File: src/rtl/mcbsp_pkg.sv
// Shared McBSP definitions: frame geometry, unpacker state encoding and word extraction.
// Used by both the receive capture side and the frame unpacker.
package mcbsp_pkg;

    localparam int WORDS_PER_FRAME = 8;
    localparam int BITS_PER_WORD   = 32;
    localparam int FRAME_BITS      = WORDS_PER_FRAME * BITS_PER_WORD;

    typedef enum logic {
        IDLE   = 1'b0,
        STREAM = 1'b1
    } state_e;

    // Word 0 occupies the most significant bits of the frame.
    function automatic logic [BITS_PER_WORD-1:0] frame_word(
        input logic [FRAME_BITS-1:0] frame,
        input int                    idx
    );
        logic [FRAME_BITS-1:0] shifted;
        shifted = frame >> ((WORDS_PER_FRAME - 1 - idx) * BITS_PER_WORD);
        return shifted[BITS_PER_WORD-1:0];
    endfunction

endpackage

File: src/rtl/mcbsp_frame_slot.sv
// One frame-wide holding register with an occupancy flag.
// Load wins over clear; only the flag is reset, the payload is don't-care while empty.
module mcbsp_frame_slot #(
    parameter int WIDTH = 256
) (
    input  logic             clk,
    input  logic             rst,
    input  logic             load,
    input  logic             clear,
    input  logic [WIDTH-1:0] din,
    output logic [WIDTH-1:0] dout,
    output logic             valid
);

    logic [WIDTH-1:0] data_q;
    logic             valid_q;

    always_ff @(posedge clk) begin
        if (rst) begin
            valid_q <= 1'b0;
        end else if (load) begin
            valid_q <= 1'b1;
        end else if (clear) begin
            valid_q <= 1'b0;
        end
    end

    always_ff @(posedge clk) begin
        if (load) begin
            data_q <= din;
        end
    end

    assign dout  = data_q;
    assign valid = valid_q;

endmodule

File: src/rtl/mcbsp_frame_unpacker.sv
// Replays received McBSP frames as an AXI-Stream of words, with one pending frame
// of buffering plus accepted-frame and dropped-frame accounting.
module mcbsp_frame_unpacker #(
    parameter int WORDS_PER_FRAME = 8,
    parameter int BITS_PER_WORD   = 32,
    parameter int CNT_WIDTH       = 16
) (
    input  logic                                     a_clk,
    input  logic                                     a_reset,
    input  logic [WORDS_PER_FRAME*BITS_PER_WORD-1:0] frame_data,
    input  logic                                     frame_valid,
    output logic [BITS_PER_WORD-1:0]                 M_AXIS_tdata,
    output logic                                     M_AXIS_tvalid,
    input  logic                                     M_AXIS_tready,
    output logic                                     M_AXIS_tlast,
    output logic                                     busy,
    output logic [CNT_WIDTH-1:0]                     frame_count,
    output logic [CNT_WIDTH-1:0]                     overrun_count
);

    import mcbsp_pkg::state_e;
    import mcbsp_pkg::IDLE;
    import mcbsp_pkg::STREAM;

    localparam int FB    = WORDS_PER_FRAME * BITS_PER_WORD;
    localparam int IDX_W = (WORDS_PER_FRAME > 1) ? $clog2(WORDS_PER_FRAME) : 1;
    localparam logic [IDX_W-1:0] LAST_IDX = IDX_W'(WORDS_PER_FRAME - 1);

    state_e               state_q, state_d;
    logic [IDX_W-1:0]     idx_q, idx_d;
    logic [CNT_WIDTH-1:0] fcnt_q, fcnt_d;
    logic [CNT_WIDTH-1:0] ocnt_q, ocnt_d;

    logic          act_load, act_clear, act_valid;
    logic          pend_load, pend_clear, pend_valid;
    logic [FB-1:0] act_din, act_data, pend_data;
    logic [FB-1:0] act_shift;
    logic          tvalid, beat, last_beat;

    mcbsp_frame_slot #(.WIDTH(FB)) u_active (
        .clk   (a_clk),
        .rst   (a_reset),
        .load  (act_load),
        .clear (act_clear),
        .din   (act_din),
        .dout  (act_data),
        .valid (act_valid)
    );

    mcbsp_frame_slot #(.WIDTH(FB)) u_pending (
        .clk   (a_clk),
        .rst   (a_reset),
        .load  (pend_load),
        .clear (pend_clear),
        .din   (frame_data),
        .dout  (pend_data),
        .valid (pend_valid)
    );

    assign tvalid    = (state_q == STREAM);
    assign beat      = tvalid & M_AXIS_tready;
    assign last_beat = beat & (idx_q == LAST_IDX);

    // On a frame boundary ACTIVE refills from PENDING first, otherwise straight from the input.
    assign act_din = (last_beat && pend_valid) ? pend_data : frame_data;

    always_comb begin
        state_d    = state_q;
        idx_d      = idx_q;
        fcnt_d     = fcnt_q;
        ocnt_d     = ocnt_q;
        act_load   = 1'b0;
        act_clear  = 1'b0;
        pend_load  = 1'b0;
        pend_clear = 1'b0;

        if (state_q == IDLE) begin
            if (frame_valid) begin
                act_load = 1'b1;
                idx_d    = '0;
                fcnt_d   = fcnt_q + 1'b1;
                state_d  = STREAM;
            end
        end else if (last_beat) begin
            idx_d = '0;
            if (pend_valid) begin
                act_load = 1'b1;
                if (frame_valid) begin
                    pend_load = 1'b1;
                    fcnt_d    = fcnt_q + 1'b1;
                end else begin
                    pend_clear = 1'b1;
                end
            end else if (frame_valid) begin
                act_load = 1'b1;
                fcnt_d   = fcnt_q + 1'b1;
            end else begin
                act_clear = 1'b1;
                state_d   = IDLE;
            end
        end else begin
            if (beat) begin
                idx_d = idx_q + 1'b1;
            end
            if (frame_valid) begin
                if (!pend_valid) begin
                    pend_load = 1'b1;
                    fcnt_d    = fcnt_q + 1'b1;
                end else if (ocnt_q != '1) begin
                    ocnt_d = ocnt_q + 1'b1;
                end
            end
        end
    end

    always_ff @(posedge a_clk) begin
        if (a_reset) begin
            state_q <= IDLE;
            idx_q   <= '0;
            fcnt_q  <= '0;
            ocnt_q  <= '0;
        end else begin
            state_q <= state_d;
            idx_q   <= idx_d;
            fcnt_q  <= fcnt_d;
            ocnt_q  <= ocnt_d;
        end
    end

    assign act_shift = act_data >> ((WORDS_PER_FRAME - 1 - int'(idx_q)) * BITS_PER_WORD);

    assign M_AXIS_tvalid = tvalid;
    assign M_AXIS_tdata  = tvalid ? act_shift[BITS_PER_WORD-1:0] : '0;
    assign M_AXIS_tlast  = tvalid & (idx_q == LAST_IDX);
    assign busy          = act_valid | pend_valid;
    assign frame_count   = fcnt_q;
    assign overrun_count = ocnt_q;

endmodule

File: config.mk
export PLATFORM = sky130hd
export DESIGN_NAME = mcbsp_frame_unpacker
export DESIGN_NICKNAME = d
export VERILOG_FILES = /design/src/rtl/mcbsp_pkg.sv /design/src/rtl/mcbsp_frame_slot.sv /design/src/rtl/mcbsp_frame_unpacker.sv
export SDC_FILE = /design/constraint.sdc
export NUM_CORES = 1
export LEC_CHECK = 0
export CAP_MARGIN = 20
export CORE_MARGIN = 2
export CORE_UTILIZATION = 25
export CTS_CLUSTER_DIAMETER = 40
export CTS_CLUSTER_SIZE = 14
export DETAILED_ROUTE_END_ITERATION = 6
export GPL_ROUTABILITY_DRIVEN = 0
export SLEW_MARGIN = 20
export SYNTH_ARGS = -nofsm -noshare
export SYNTH_HDL_FRONTEND = slang
export SYNTH_HIERARCHICAL = 1
export SYNTH_SLANG_ARGS = --single-unit
File: constraint.sdc
create_clock -name a_clk -period 20.6 [get_ports a_clk]
set_input_delay 4.12 -clock a_clk [delete_from_list [all_inputs] [get_ports a_clk]]
set_output_delay 4.12 -clock a_clk [all_outputs]
set_load 0.02 [all_outputs]
### Word-level counts from Yosys, hierarchy flattened

Cells that the tools add are included.

| word-level totals | value |
|---|---|
| bits in registers | 550 |
| input port bits | 260 |
| output and inout port bits | 67 |
| word-level logic and storage cells | 63 |

| operators by class | value |
|---|---|
| $add $sub $neg | 4 |
| eq/ne operators | 5 |
| shift operators | 1 |
| multiplexer cells | 33 |
| bitwise gates (word level) | 5 |
| reductions and logical operators | 7 |

Operator list:

| kind | number |
|---|---|
| $mux W256 | 1 |
| $shr A256 B32 Y32 | 1 |
| $mux W16 | 5 |
| $add A16 B1 Y16 const B | 2 |
| $mux W32 | 1 |
| $mux W1 | 22 |
| $ne A16 B16 Y1 const B | 1 |
| $mux W3 | 4 |
| $reduce_bool A2 Y1 | 3 |
| $reduce_and A5 Y1 | 1 |
| $reduce_and A2 Y1 | 2 |
| $sub A3 B3 Y4 const A | 1 |
| $add A3 B1 Y3 const B | 1 |
| $and A1 B1 Y1 | 3 |
| $eq A3 B3 Y1 const B | 1 |
| $ne A3 B1 Y1 const B | 1 |
| $ne A3 B2 Y1 const B | 1 |
| $ne A3 B3 Y1 const B | 1 |
| $logic_and A1 B1 Y1 | 1 |
| $not A1 Y1 | 1 |
| $or A1 B1 Y1 | 1 |

### Longest topological paths before layout

Gate-level depths: netlist of the first run.

| logic depth | value |
|---|---|
| depth in word-level cells | 6 |
| mapped depth | 8 |
| gate-level depth less buffers | 8 |

### Hierarchy

The synthesis of the first run kept the hierarchy.

Modules (own cells, without submodules):

| module | times used | cells each | area each (um^2) | seq. area each (um^2) |
|---|---|---|---|---|
| mcbsp_frame_slot | 2 | 260 | 7,726.2 | 7,707.4 |
| mcbsp_frame_unpacker | 1 | 640 | 6,796.5 | 720.7 |

### Worst setup path before layout of the first run

Ideal clock, no wire load.

| timing path | value |
|---|---|
| path type | input port to flip-flop |
| start point | input port frame_valid |
| end point | register u_active.valid_q, in the netlist u_active/valid |
| library setup time | 100 ps |
| arrival time | 17,739 ps |
| data required time | 20,500 ps |
| setup slack | 2,760 ps |
| stages on the path | 5 |
| path buffers | 1 |
| cell sequence | clkbuf_1 nor2_1 a21oi_1 inv_1 a21oi_2 |

| between the ends | value |
|---|---|
| longest elaborated chain between the ends | 5 |
| elaborated cells between the ends (all ways) | 10 |
| classes of those cells | 9 x mux; 1 x reduce/logical |

Ends and longest elaborated chain:

| element | line | RTL |
|---|---|---|
| start, declared | mcbsp_frame_unpacker.sv:11 | `input logic frame_valid,` |
| $mux W1 * | mcbsp_frame_unpacker.sv:78, mcbsp_frame_unpacker.sv:94 |  |
| $mux W1 | mcbsp_frame_unpacker.sv:86 | `if (pend_valid) begin` |
| $mux W1 | mcbsp_frame_unpacker.sv:84 | `end else if (last_beat) begin` |
| $mux W1 * | mcbsp_frame_unpacker.sv:77 | `if (state_q == IDLE) begin` |
| net act_load | mcbsp_frame_unpacker.sv:34 | `logic act_load, act_clear, act_valid;` |
| $mux W1 or $reduce_bool A2 Y1 (tied branches) | n/a |  |
| end signal, assigned | mcbsp_frame_slot.sv:20 | `valid_q <= 1'b0;` |
| end signal, assigned | mcbsp_frame_slot.sv:22 | `valid_q <= 1'b1;` |
| end signal, assigned | mcbsp_frame_slot.sv:24 | `valid_q <= 1'b0;` |
| end, declared | mcbsp_frame_slot.sv:16 | `logic valid_q;` |

The timed path passes the listed nets; every way through them passes the cells marked *.
A chain may end at the register's enable or synchronous reset.

### Worst setup path in the final report of the first run

| timing path | value |
|---|---|
| start point | register idx_q[0] |
| end point | output port M_AXIS_tdata[5] |

| between the ends | value |
|---|---|
| longest elaborated chain between the ends | 3 |

Ends and longest elaborated chain:

| element | line | RTL |
|---|---|---|
| start, declared | mcbsp_frame_unpacker.sv:30 | `logic [IDX_W-1:0] idx_q, idx_d;` |
| start signal, assigned | mcbsp_frame_unpacker.sv:124 | `idx_q <= idx_d;` |
| $sub A3 B3 Y4 | mcbsp_frame_unpacker.sv:130 | `assign act_shift = act_data >> ((WORDS_PER_FRAME - 1 - int'(idx_q)) * BITS_PER_WORD);` |
| $shr A256 B32 Y32 | mcbsp_frame_unpacker.sv:130 |  |
| $mux W32 | mcbsp_frame_unpacker.sv:133 | `assign M_AXIS_tdata = tvalid ? act_shift[BITS_PER_WORD-1:0] : '0;` |
| end, declared | mcbsp_frame_unpacker.sv:12 | `output logic [BITS_PER_WORD-1:0] M_AXIS_tdata,` |

No other way between the ends.

==> results of run 1 <==
per-stage QoR:
| stage | setup WS, ps | area, µm² |
|---|---|---|
| floorplan | 2760 | 22200 |
| finish | 12700 | 30100 |
| global placement | 12470 | 26900 |
| detailed placement | 12410 | 26900 |
| global route | 12340 | 30000 |
| CTS | 12450 | 30000 |
worst max-delay path: cells and delay by family (launching register included):
kind,cells,cell delay (ps)
buf+inv,2,1290
flops,1,910
mux,2,820
simple gates,1,80
layer usage:
layer  share of wire [%]  up-vias  track usage, %
met1                  41     6000            13.6
li1                    -     5421               -
met2                  49      329            18.4
met5                0.37        -               0
met4                 2.8       32            4.41
met3                 7.6      120            4.45
flip-flops by register name, summed over array words and instances, names as in the netlist:
register,flops
u_pending/dout,256
u_active/dout,256
u_pending/valid,1
overrun_count,16
u_active/valid,1
idx_q,3
frame_count,16
M_AXIS_tvalid,1
power by group:
part           leakage [µW]  switching (µW)  total (µW)  internal (µW)
logic               0.00300            74.0         168           93.6
registers           0.00511            17.6        1300           1290
clock network       0.00151             599        1540            941
cell usage in the layout (no fill, tap or decap), drive strengths merged, types with 2 or more instances in the layout:
master / instances
a211oi: 3
a21oi: 11
and2: 2
and2b: 2
and3: 3
and4: 6
buf: 16
bufinv: 9
clkbuf: 93
clkdlybuf4s50: 326
clkinv: 31
clkinvlp: 12
dfxtp: 38
diode: 2
edfxtp: 512
ha: 5
inv: 27
mux2: 256
mux2i: 33
mux4: 64
nand2: 16
nand2b: 3
nand3: 15
nand4: 5
nor2: 34
nor2b: 34
nor3: 8
nor3b: 2
nor4: 5
o21ai: 5
or3: 2
xnor2: 17
xor2: 8
layout make-up:
class / instances / area, µm²
well taps: 1165 / 1460
repair buffers: 342 / 3390
clock inverters: 75 / 901
fillers: 8308 / 58200
clock buffers: 93 / 2250
inverters: 4 / 15.0
diodes: 2 / 5.00
flip-flops and latches: 550 / 16100
multi-input cells: 547 / 5890
worst max-delay path by stage:
stage               cells past startpoint                  to
floorplan                               5      u_active/valid
global placement                        8  u_pending/dout[17]
detailed placement                      8  u_pending/dout[17]
CTS                                     5     M_AXIS_tdata[7]
global route                            5     M_AXIS_tdata[7]
finish                                  5     M_AXIS_tdata[5]
cells by family after synthesis:
kind of cell             share of synthesized area (%)
XOR/XNOR                                         0.984
AO/OA/AOI/OAI                                    0.692
multiplexers                                      20.9
adder cells (fa/ha/maj)                          0.281
AND/OR/NAND/NOR                                   3.44
flip-flops                                        72.5
buffers and inverters                             1.16
==> results.md, run 1 <==
- Total Wirelength: between 50000 and 60000 µm
- Die span in x: 302 µm
- Yosys top cell area share: between 60% and 70%
- Routed vias/inst: between 4 and 5
- Critical Path, Cell by Cell: buf_4, mux4_2, mux2i_1, nor2b_1, clkdlybuf4s50_1
- Max cap viols: 0
- First-pass GRT wire length: between 70000 and 80000 µm
- FF-to-FF End: u_pending/dout[42]
- Setup violations, final: 0
- Outcome: complete, no violations
- Min-delay src: frame_count[15]
- DRC Markers: 0
- Power Dens Cells: approximately 100 mW/mm²
- CTS Buf Count: just under 90
- #FFs+latches synth: 550
- TritonCTS clock tree: done
- Maximum clock rate: around 130 MHz
- Setup TNS: 0 ps
- Path category of the worst min-delay check: reg2reg
- Clk buf depth: 3
- Worst Hold Path EP: frame_count[15]
- RSZ-0062 raised after global routing: false
- Antenna violations before repair: 16
- Clock latency on the worst-skew pair: around 660 ps
- Slew headroom: between 30% and 40%
- Hold Path Depth: 2
- Post-synth top cells: edfxtp_1 (512), mux2_2 (256), mux4_2 (64)
- Syn Nets: between 1000 and 1500
- Worst EP required: 16480 ps
- Total global-route track usage: roughly 11%
- GRT Residual Overflow: 0
- Arrival time worst endpoint: approximately 3800 ps
- Post-CTS sizing: 0
- Share of layout cells above drive strength 1: 31.9%
- Final period util: a little under two fifths
- Drt pass-1 iters: 4
- Die H: between 300 and 400 µm
- Clock sinks: 550
- Initial Util: around 25%
- Main synth FF type: edfxtp_1
- Hold slack final: just under 500 ps
- Final hold vios: 0
- Top cells by area, synth: edfxtp_1 (69%), mux2_2 (13%), mux4_2 (6.5%)
- Worst r2r src: idx_q[0]
- Mapped Cells: about 1200
- Post-DR wirelength/cell: ~19 µm
- I/O Buffers: roughly 330
- # Post-CTS Setup Buffers: 0
- Row count: around 110
- Reg2reg path depth: 9
- Total Power: between 3000 and 4000 µW
- Slew at the pin with the worst max-slew slack: roughly 1000 ps
- Core ar.: between 0.08 and 0.09 mm²
- Final ANT Viol Nets: 0
- P&R area growth vs syn: 35.1%
- DR iter-0 viols: roughly 720
- Leak pwr: 0.00962 µW
- Synth warn: 6
- Number of synthesized flops with an enable pin: just over 500
- I/O pin count: 327
- Synthesized area: between 0.02 and 0.025 mm²
- CP peak stage delay: approximately 910 ps
- Final #Nets: 1799
- Layout Cells excl Fill: about 2800
- Setup Skew: ~33 ps
- Cell taking the most area after synthesis: edfxtp_1
- Placed Cells: 2608
- Seq/Total Area, Yosys: between 70% and 80%
- Worst-path fanout max: 37
- WS Path Type: reg2out
- Worst Setup Start Kind: flop
- Number of global-route vias before repair: about 13000
- DP Wirelength: 33500 µm
- Count leader, synth: edfxtp_1
- Tmin final: about 7900 ps
- Max Transition Viols Final: 0
- Vias: approximately 12000
- CP startpoint: idx_q[0]
- H-Tree Depth: 3
- Syn Area/Cell: approximately 19 µm²
- Hold_buf cts: 0
- Die area: between 0.09 and 0.1 mm²
- Largest net degree at the start of global routing: 78
- R2R setup slack: ~16000 ps
- Clk slew on worst S/H paths: 50 ps
- Crit end category: primary output
- Peak supply drop: ~0.074 mV
- CP max stage cell: dfxtp_4
- Async S/R FF share, synth: 0%
- Unique cell type count in the Yosys netlist: 42
- CTS root buffer: clkbuf_16
- Final core occ: between 30% and 40%
No activity file was read; power rests on OpenSTA's default activity.
==> inputs of run 2 (changes only) <==
==> constraint.sdc (replaced) <==
create_clock -name a_clk -period 7.3 [get_ports a_clk]
set_input_delay 1.46 -clock a_clk [delete_from_list [all_inputs] [get_ports a_clk]]
set_output_delay 1.46 -clock a_clk [all_outputs]
set_load 0.02 [all_outputs]
==> run 2 against run 1 <==
Non-clock buffer count shrank 2. Wire length is 2.7% higher. Sequential cell count unchanged. Critical endpoint is now M_AXIS_tdata[12]. Highest routed layer unchanged.
==> results.md, run 2 (same netlist as run 1, synthesis figures left out) <==
- Outcome: complete, no violations
- Die area: 0.0914 mm² (unchanged)
- Worst Setup Start Kind: flop
- Final #Nets: 1807 (+0.44%)
- Clock sinks: 550 (unchanged)
- Post-DR wirelength/cell: 19.4 µm (+2.0%)
- H-Tree Depth: 3 (unchanged)
- Reg2reg path depth: 7 (-2)
- Slew headroom: 34.2% (+1.9 points)
- First-pass GRT wire length: 80400 µm (+3.1%)
- Sequential share of power: 41.1% (-2.2 points)
- Max cap viols: 0 (unchanged)
- Peak supply drop: 0.219 mV (+200%)
- Tmin final: just under 5000 ps
- TritonCTS clock tree: done
- DR iter-0 viols: 659 (-8.0%)
- DP Wirelength: 33700 µm (+0.38%)
- Worst-path fanout max: 37 (unchanged)
- # Post-CTS Setup Buffers: 0 (unchanged)
- Clk buf depth: 3 (unchanged)
- Dpl cell area: 0.0269 mm² (+0.20%)
- Setup TNS: 0 ps (unchanged)
- Die span in x: 302 µm (unchanged)
- Sw Pwr: 1940 µW (+180%)
- Core ar.: 0.0882 mm² (unchanged)
- Routed vias/inst: 4.33 (+1.2%)
- Slew at the pin with the worst max-slew slack: 986 ps (-28.3 ps)
- Setup Skew: 21.6 ps (-11.5 ps)
- Clock power share: 53.5% (+2.4 points)
- Hold Path Depth: 2 (unchanged)
- Cell internal pwr: 7010 µW (+200%)
- Worst EP required: 5840 ps (-10640 ps)
- Final Worst Setup Slack: 2410 ps (-10290 ps)
- Antenna violations before repair: 22 (+6)
- I/O pin count: 327 (unchanged)
- Total Wirelength: 54300 µm (+2.7%)
- I/O Buffers: 326 (unchanged)
- CTS root buffer: clkbuf_16
- Post-CTS sizing: 0 (unchanged)
- CTS Buf Count: 99 (+11%)
- Final instance area: 0.0305 mm² (+1.4%)
- Final ANT Viol Nets: 0 (unchanged)
- Hold_buf cts: 0 (unchanged)
- GRT Residual Overflow: 0 (unchanged)
- Row count: 109 (unchanged)
- Final hold vios: 0 (unchanged)
- Total Power: 8950 µW (+200%)
- Power Dens Cells: 294 mW/mm² (+190%)
- Arrival time worst endpoint: 3430 ps (-350 ps)
- Crit end category: primary output
- Maximum clock rate: 205 MHz
- WS Path Type: reg2out
- Final period util: around two thirds
- Clock latency on the worst-skew pair: 650 ps (about the same)
- Setup violations, final: 0 (unchanged)
- Most frequent cells in the layout: edfxtp_1 (512), clkdlybuf4s50_1 (326), mux2_2 (256)
- Leak pwr: 0.00980 µW (+1.9%)
- Commonest non-fill, non-tap cell in the layout: edfxtp_1
- Vias: 12100 (+1.8%)
- Number of global-route vias before repair: 13000 (+1.4%)
- DP Worst Slack: 2800 ps (-9610 ps)
- DRC Markers: 0 (unchanged)
- Share of layout cells above drive strength 1: 32.1% (+0.22 points)
- Largest net degree at the start of global routing: 133 (+71%)
- Die H: 302 µm (unchanged)
- Path category of the worst min-delay check: reg2reg
- RSZ-0062 raised after global routing: false
- Combinational share of power: 5.4% (-0.2 points)
- Initial Util: 25.2% (unchanged)
- Drt pass-1 iters: 4 (unchanged)
- Total global-route track usage: 11.8% (+0.40 points)
- Sw frac: 21.6% (-1.3 points)
- Clk slew on worst S/H paths: 50 ps (about the same)
- P&R area growth vs syn: 36.9%
- Max Transition Viols Final: 0 (unchanged)
## run 2: cell types whose count changed in the layout (fill, tap and decap cells not counted), moves of 2 or more
cell,change
buf_12,+5
buf_4,-6
bufinv_16,+6
clkbuf_1,+3
clkbuf_16,+13
clkinv_1,+6
clkinv_16,-2
inv_16,-5
## run 2: area by class of cell
class | instances | area (µm²)
Fill cell | 8263 | 57800
Sequential cell | 550 | 16100
Multi-Input combinational cell | 547 | 5890
Timing Repair Buffer | 340 | 3430
Clock buffer | 108 | 2570
Tap cell | 1165 | 1460
Clock inverter | 79 | 940
Inverter | 4 | 15.0
Antenna cell | 2 | 5.00
## run 2: metrics by stage
step	instances	util (%)	hold WS, ps
4_1_cts	2793	34.5	489
3_3_place_gp	2606	30.5	470
5_1_grt	2794	34.5	520
3_5_place_dp	2606	30.5	482
6_report	2795	34.5	489
2_1_floorplan	1160	-	452
## run 2: power groups by stage
stage | logic, µW | registers (µW) | clock network, µW
2_1_floorplan | 226 | 3740 | 0
3_3_place_gp | 482 | 3730 | 0
3_5_place_dp | 492 | 3740 | 0
4_1_cts | 497 | 3680 | 4910
5_1_grt | 522 | 3690 | 5060
6_report | 483 | 3680 | 4790
## run 2: worst paths after layout
kind                   start                end  slack, ps
min reg2reg  frame_count[15]    frame_count[15]        490
max reg2reg         idx_q[0]  u_active/dout[81]       3460
min          frame_count[15]    frame_count[15]        490
max                 idx_q[1]   M_AXIS_tdata[12]       2410
## run 2: critical path, stage by stage, from the launching register on
cell             delay (ps)
dfxtp_4                 710
buf_4                   710
mux4_2                  360
mux2i_1                  80
nor2b_1                 220
clkdlybuf4s50_1         640
## run 2: metal layers
layer  GRT usage [%]  routed length (µm)
met2            18.7               26000
met4            4.38                1410
met1            14.2               22000
met3            4.86                4650
met5               0                 227
==> inputs of run 3 (changes only) <==
==> constraint.sdc (replaced) <==
create_clock -name a_clk -period 4 [get_ports a_clk]
set_input_delay 0.8 -clock a_clk [delete_from_list [all_inputs] [get_ports a_clk]]
set_output_delay 0.8 -clock a_clk [all_outputs]
set_load 0.02 [all_outputs]
==> run 3 against run 2 <==
Non-clock buffer count is 18 higher. Final area is 0.83% lower. First-iteration DRC count is 7.1% higher. Critical path depth stayed put. Via count is 0.91% lower. Combinational power is 88% higher. Sequential share of layout area is 0.44 points higher. Highest routed layer unchanged.
==> results.md, run 3 (same netlist as run 1, synthesis figures left out) <==
- P&R area growth vs syn: 35.8%
- CTS root buffer: clkbuf_16
- Vias: 12000 (-0.91%)
- CP startpoint: idx_q[0]
- FF-to-FF End: u_active/dout[88]
- Tmin final: between 3000 and 4000 ps
- Post-DR wirelength/cell: 19.0 µm (-2.0%)
- Total Wirelength: 53100 µm (-2.1%)
- TritonCTS clock tree: done
- Setup Skew: 30.3 ps (+8.77 ps)
- FILL cells: 8279 (+0.19%)
- Arrival time worst endpoint: 2900 ps (-530 ps)
- Total global-route track usage: 11.5% (-0.23 points)
- Clock latency on the worst-skew pair: 640 ps (about the same)
- Die span in x: 302 µm (unchanged)
- Max cap viols: 0 (unchanged)
- Final instance area: 0.0302 mm² (-0.83%)
- Setup violations, final: 0 (unchanged)
- Sequential share of power: 43.9% (+2.8 points)
- Leak pwr: 0.00967 µW (-1.3%)
- Final Worst Setup Slack: 301 ps (-2110 ps)
- Area taken by multi-input logic gates: 0.00591 mm² (+0.25%)
- Worst EP required: 3200 ps (-2640 ps)
- Peak supply drop: 0.317 mV (+45%)
- Slew headroom: 45.2% (+11 points)
- GRT Residual Overflow: 0 (unchanged)
- I/O pin count: 327 (unchanged)
- Die area: 0.0914 mm² (unchanged)
- Power Dens Cells: 505 mW/mm² (+72%)
- Row count: 109 (unchanged)
- Final period util: between 90% and 100%
- DRC Markers: 0 (unchanged)
- DP Worst Slack: 681 ps (-2120 ps)
- Register area: 0.0161 mm² (unchanged)
- Combinational share of power: 5.9% (+0.5 points)
- Max Transition Viols Final: 0 (unchanged)
- I/O Buffers: 326 (unchanged)
- Total Power: 15300 µW (+70%)
- Initial Util: 25.2% (unchanged)
- Number of global-route vias before repair: 12900 (-0.47%)
- Hold_buf cts: 0 (unchanged)
- DP Wirelength: 34500 µm (+2.3%)
- Clock sinks: 550 (unchanged)
- RSZ-0062 raised after global routing: false
- R2R setup slack: 850 ps (-2610 ps)
- Crit end category: primary output
- Worst r2r src: idx_q[0]
- Final #Nets: 1818 (+0.61%)
- Reg2reg path depth: 8 (+1)
- Sw frac: 21.5% (-0.18 points)
- Sw Pwr: 3280 µW (+69%)
- DR iter-0 viols: 706 (+7.1%)
- WS Path Type: reg2out
- Cell internal pwr: 12000 µW (+71%)
- Path category of the worst min-delay check: reg2reg
- Antenna violations before repair: 15 (-32%)
- Final ANT Viol Nets: 0 (unchanged)
- Commonest non-fill, non-tap cell in the layout: edfxtp_1
- Slew at the pin with the worst max-slew slack: 822 ps (-164 ps)
- H-Tree Depth: 3 (unchanged)
- Clk buf depth: 3 (unchanged)
- Clk slew on worst S/H paths: 50 ps (about the same)
- First-pass GRT wire length: 79400 µm (-1.2%)
- Setup TNS: 0 ps (unchanged)
- Crit path capture: M_AXIS_tdata[15]
- Post-CTS sizing: 0 (unchanged)
- Outcome: complete, no violations
- Final hold vios: 0 (unchanged)
- Most frequent cells in the layout: edfxtp_1 (512), clkdlybuf4s50_1 (326), mux2_2 (256)
- Worst Setup Start Kind: flop
- Clock power share: 50.1% (-3.4 points)
- # Post-CTS Setup Buffers: 0 (unchanged)
- Die H: 302 µm (unchanged)
- Largest net degree at the start of global routing: 112 (-16%)
- Routed vias/inst: 4.30 (-0.77%)
- Dpl cell area: 0.0272 mm² (+0.93%)
- CTS Buf Count: 92 (-7.1%)
- Worst-path fanout max: 10 (-73%)
- Share of layout cells above drive strength 1: 31.9% (-0.25 points)
- Core ar.: 0.0882 mm² (unchanged)
- Drt pass-1 iters: 5 (+1)
- Maximum clock rate: 270 MHz
## run 3: cell types whose count changed in the layout (fill, tap and decap cells not counted), moves of 3 or more
cell / change
buf_12: +8
bufinv_16: -6
clkbuf_16: -9
inv_8: -3
buf_4: +10
clkbuf_1: +4
clkinv_4: -7
## run 3: metrics by stage
step	instances	util (%)	hold WS (ps)
2_1_floorplan	1160	-	444
3_3_place_gp	2624	30.8	470
3_5_place_dp	2624	30.8	472
4_1_cts	2790	34.2	480
5_1_grt	2790	34.2	512
6_report	2791	34.2	479
## run 3: cell type report
class                           count  share of cell area (%)
Tap cell                         1165                    4.82
Timing Repair Buffer              358                    12.1
Clock buffer                      103                    7.83
Antenna cell                        1                 0.00828
Sequential cell                   550                    53.4
Multi-Input combinational cell    547                    19.6
Inverter                            4                  0.0497
Clock inverter                     63                    2.15
## run 3: worst min path at each step
stage,startpoint,end,slack [ps],cells after the start
6_report,u_active/valid,u_active/valid,480,2
5_1_grt,frame_count[15],frame_count[15],510,2
4_1_cts,u_active/valid,u_active/valid,480,2
3_5_place_dp,u_active/valid,u_active/valid,470,2
2_1_floorplan,u_active/valid,u_active/valid,440,2
3_3_place_gp,frame_count[15],frame_count[15],470,2
## run 3: power by group through the flow
| stage | clock network, µW | logic [µW] | registers (µW) |
|---|---|---|---|
| 2_1_floorplan | 0 | 414 | 6820 |
| 3_3_place_gp | 0 | 908 | 6810 |
| 3_5_place_dp | 0 | 924 | 6820 |
| 4_1_cts | 7870 | 930 | 6710 |
| 5_1_grt | 8120 | 982 | 6720 |
| 6_report | 7650 | 906 | 6700 |
## run 3: critical path: stages, from the launching register on
cell and delay, ps:
dfxtp_4 530, buf_4 320, mux4_2 600, mux2i_1 190
nor2b_1 80, clkdlybuf4s50_1 540
## run 3: per-layer routing
| metal | track usage, % | wire (µm) | vias up |
|---|---|---|---|
| li1 | - | - | 5429 |
| met1 | 14.5 | 22500 | 6092 |
| met2 | 18.6 | 25500 | 347 |
| met3 | 3.61 | 3740 | 111 |
| met4 | 4.22 | 1250 | 24 |
| met5 | 0 | 159 | - |
